$ cat src/rtl/imidiate_genarator.sv
// RV32IM decode-stage immediate generator: format-selected, sign-extended, registered.
// Optional macro IMMGEN_SHAMT_EN adds the shift-amount format on type code 101.
module imidiate_genarator (
    input  logic        CLK,
    input  logic        RESET_N,
    input  logic [31:0] INSTRUCTION,
    input  logic [2:0]  IMMEDIATE_TYPE,
    output logic [31:0] IMMEDIATE_VALUE
);

    typedef enum logic [2:0] {
        IMM_I     = 3'b000,
        IMM_S     = 3'b001,
        IMM_B     = 3'b010,
        IMM_U     = 3'b011,
        IMM_J     = 3'b100,
        IMM_SHAMT = 3'b101,
        IMM_RSV6  = 3'b110,
        IMM_RSV7  = 3'b111
    } imm_type_t;

    imm_type_t   imm_type;
    logic        sign_bit;
    logic [31:0] imm_next;
    logic [31:0] imm_reg;

    assign imm_type = imm_type_t'(IMMEDIATE_TYPE);
    // Every signed format takes its sign from bit 31 of the instruction.
    assign sign_bit = INSTRUCTION[31];

    always_comb begin
        imm_next = 32'h0;
        unique case (imm_type)
            IMM_I: imm_next = {{20{sign_bit}}, INSTRUCTION[31:20]};
            IMM_S: imm_next = {{20{sign_bit}}, INSTRUCTION[31:25], INSTRUCTION[11:7]};
            IMM_B: imm_next = {{19{sign_bit}}, INSTRUCTION[31], INSTRUCTION[7],
                               INSTRUCTION[30:25], INSTRUCTION[11:8], 1'b0};
            IMM_U: imm_next = {INSTRUCTION[31:12], 12'h000};
            IMM_J: imm_next = {{11{sign_bit}}, INSTRUCTION[31], INSTRUCTION[19:12],
                               INSTRUCTION[20], INSTRUCTION[30:21], 1'b0};
`ifdef IMMGEN_SHAMT_EN
            IMM_SHAMT: imm_next = {27'h0, INSTRUCTION[24:20]};
`else
            IMM_SHAMT: imm_next = 32'h0;
`endif
            IMM_RSV6,
            IMM_RSV7:  imm_next = 32'h0;
            default:   imm_next = 32'h0;
        endcase
    end

    always_ff @(posedge CLK or negedge RESET_N) begin
        if (!RESET_N) begin
            imm_reg <= 32'h0;
        end else begin
            imm_reg <= imm_next;
        end
    end

    assign IMMEDIATE_VALUE = imm_reg;

endmodule

$ cat config.mk
export PLATFORM = sky130hd
export DESIGN_NAME = imidiate_genarator
export DESIGN_NICKNAME = d
export VERILOG_FILES = /design/src/rtl/imidiate_genarator.sv
export SDC_FILE = /design/constraint.sdc
export NUM_CORES = 1
export LEC_CHECK = 0
export BUFFER_PORTS_ARGS = -buffer_cell sky130_fd_sc_hd__buf_2
export CAP_MARGIN = 10
export CORE_ASPECT_RATIO = 0.9
export CORE_MARGIN = 2
export CORE_UTILIZATION = 30
export CTS_CLUSTER_SIZE = 8
export DETAILED_ROUTE_END_ITERATION = 10
export HOLD_SLACK_MARGIN = 0.08
export PLACE_DENSITY = 0.53
export SKIP_LAST_GASP = 1
export SLEW_MARGIN = 20
export SYNTH_ARGS = -nofsm -noshare
export SYNTH_HDL_FRONTEND = slang
export SYNTH_SLANG_ARGS = --single-unit
$ cat constraint.sdc
create_clock -name CLK -period 0.8 [get_ports CLK]
set_input_delay 0.12 -clock CLK [delete_from_list [all_inputs] [get_ports CLK]]
set_output_delay 0.12 -clock CLK [all_outputs]
set_load 0.1 [all_outputs]
==> results.toml <==
[run_status]
status = "finished, violations left"
violations = "negative setup slack"

[yosys]
synth_cells = 126
ys_seq_area_frac = 0.597
yosysMostFrequentCell = "dfrtp_1"
synth_adder_area_share = 0.00840
synth_top_family_by_area = "simple AND/OR/NAND/NOR gates"
yosys-top-cells-count = "32 x dfrtp_1, 22 x nand2_1, 17 x a21oi_1"
yosys.area.top_type = "dfrtp_1"
synth-main-ff-cell = "dfrtp_1"
synthSimpleGateAreaFrac = 0.159
ys_ff_latch = 32
synth-compound-area-share = 0.130
netlist-cell-type-count = 21
ys_warn_count = 0
syn_nets = 163
synth_top_area_frac = 0.597
async_flop_share = 1.00
syn_area_um2 = 1340
synthMuxAreaShare = 0.0410
synth_area_per_cell_um2 = 10.6
synth-edff-count = 0
synth.area.top_cells = "dfrtp_1 60%, a21oi_1 6.3%, nand2_1 6.2%"
synth_xor_area_frac = 0

[floorplanning]
ios = 69
rows = 23
die_h_um = 67.4
die_w_um = 74.5
initial_core_util = 0.307
die_area_um2 = 5020
core-area_um2 = 4370

[final_layout]
n_antenna_cell = 0
nets = 245
largest_reg_flops = 32
layout-drive-gt1-share = 0.670
area_growth_syn_to_layout_pct = 91.1

[clock_network]
root_buffer = "clkbuf_8"
tritoncts = "done"
clk_transition_reported_paths_ns = 0.06
cts.sinks = 32
clk_path_buf_depth = 2
cts_made_buffers = 5
h-tree-depth = 2

[drt]
wirelength_mm = 3.51
first_iter_violations = 91
postRouteAntennaNets = 0
routed-wl-met2_mm = 1.86
drt_pre_antenna_iters = 4
top_layer = "met3"
via_per_inst = 4.41
drc = 0
wl_per_cell_um = 12.9
vias = 1194
drt-met1-wl_mm = 1.45
wl_met3_um = 202

[sta]
setup_violations = 32
report.final.slew_viol_count = 0
worst_slack_ns = -0.196
period_share = 1.24
setup_tns_ns = -5.72
maxSlewHeadroom = 0.856
rsz0062_at_grt = "yes"
period_needed_ns = 0.996
hold_viol = 0
fmax_mhz = 1000
worstMarginPinSlew_ns = 0.215

[hold_path]
hold_class = "in2reg"
hp-start = "INSTRUCTION[7]"
holdPathEnd = "IMMEDIATE_VALUE[11]"
holdPathStages = 3

[setup_path]
path_buf_inv = 1
path_cells = "buf_12"
cp.arrival_ns = 0.88
startpoint_type = "register"
worst_path_max_delay_cell = "dfrtp_2"
path_max_fanout = 1
worstSetupPathType = "reg2out"
crit_required_ns = 0.68
cpPeakStageDelay_ns = 0.43
cpLargestDelayFamily = "flip-flops"
cp-end-kind = "primary output"

[pwr]
irDropWorstVdd_uv = 1110
finalPower_mw = 5.09
p_leak_nw = 1.16
powerDensity_nw_per_um2 = 1990

[global_routing]
grt_max_degree = 33
track_usage = 0.160
grt_pass1_vias = 1328
grt_overflow = 0
antenna_found_initial = 0
grt_pass1_wl_mm = 5.95

[placed_design]
place_congestion = 0.711
hpwl_mm = 2.69
io_buffers = 61

[flow_run]
maxCapViolCount = 0
-- metrics by stage --
| stage | hold slack (ns) | worst slack (ns) | cell area, um2 | utilization | cells |
|---|---|---|---|---|---|
| 6_report | 0.114 | -0.196 | 2560 | 0.586 | 271 |
| 5_1_grt | 0.106 | -0.224 | 2560 | 0.586 | 271 |
| 4_1_cts | 0.102 | -0.217 | 2560 | 0.586 | 271 |
| 3_5_place_dp | 0.0886 | -0.209 | 2360 | 0.539 | 252 |
| 3_3_place_gp | 0.0866 | -0.163 | 2360 | 0.539 | 252 |
| 2_1_floorplan | -0.176 | -0.161 | 1480 | - | 126 |
-- power by group --
part | switching, mW | total [mW] | internal (mW)
Combinational | 1.24 | 1.99 | 0.741
Clock | 0.550 | 1.23 | 0.685
Sequential | 0.108 | 1.87 | 1.77
Total | 1.90 | 5.09 | 3.19
-- what timing repair did --
item                       4_1_cts  5_1_grt
resized for setup                0        1
buffers inserted                 0        0
cloned                           0        0
hold endpoints to repair        46        0
setup endpoints to repair       32       34
hold buffers                    11        0
-- cells by family (layout without fill, tap and decap cells) --
family | count (synthesis) | in the layout
buffers and inverters | 16 | 99
and+or+nand+nor | 41 | 41
muxes | 5 | 5
adders and majority gates | 1 | 1
AOI/OAI and AO/OA | 31 | 31
DFF | 32 | 32
-- per-layer routing --
| metal | up-vias | global-route usage |
|---|---|---|
| met5 | - | 0 |
| met1 | 572 | 0.191 |
| li1 | 579 | - |
| met3 | 0 | 0.0597 |
| met4 | 0 | 0.0603 |
| met2 | 43 | 0.264 |
-- cell usage in the layout (no fill, tap or decap) --
cell | Yosys | routed
inv_1 | 5 | 5
nand2_1 | 22 | 22
buf_4 | 0 | 13
clkinv_2 | 0 | 2
nor3_1 | 1 | 1
dlygate4sd3_1 | 0 | 11
o22ai_1 | 12 | 12
clkbuf_8 | 0 | 6
mux2i_1 | 1 | 1
buf_2 | 3 | 29
nand2b_1 | 5 | 5
a21oi_2 | 0 | 17
mux2_2 | 4 | 4
o32ai_1 | 1 | 1
dfrtp_2 | 0 | 32
o21ai_0 | 1 | 1
maj3_2 | 1 | 1
and2_1 | 2 | 1
buf_12 | 0 | 33
and2_4 | 0 | 1
nor2b_1 | 7 | 7
and2b_1 | 2 | 2
and3b_2 | 0 | 1
nand2b_4 | 1 | 1
-- worst max path at each step --
| stage | depth (start not counted) | endpoint | slack, ns | from |
|---|---|---|---|---|
| global route | 1 | IMMEDIATE_VALUE[4] | -0.22 | IMMEDIATE_VALUE[4] |
| global placement | 4 | IMMEDIATE_VALUE[20] | -0.16 | IMMEDIATE_TYPE[2] |
| floorplan | 5 | IMMEDIATE_VALUE[21] | -0.16 | IMMEDIATE_TYPE[2] |
| finish | 1 | IMMEDIATE_VALUE[4] | -0.20 | IMMEDIATE_VALUE[4] |
| detailed placement | 4 | IMMEDIATE_VALUE[25] | -0.21 | IMMEDIATE_TYPE[2] |
| CTS | 1 | IMMEDIATE_VALUE[4] | -0.22 | IMMEDIATE_VALUE[4] |
-- area by class of cell --
| type | count | area (um2) |
|---|---|---|
| repair buffers | 86 | 1010 |
| flip-flops and latches | 32 | 841 |
| clock buffers | 6 | 82.6 |
| multi-input cells | 78 | 520 |
| well taps | 62 | 77.6 |
| fillers | 384 | 1810 |
| inverters | 5 | 18.8 |
| clock inverters | 2 | 10.0 |
No activity file was read; power rests on OpenSTA's default activity.
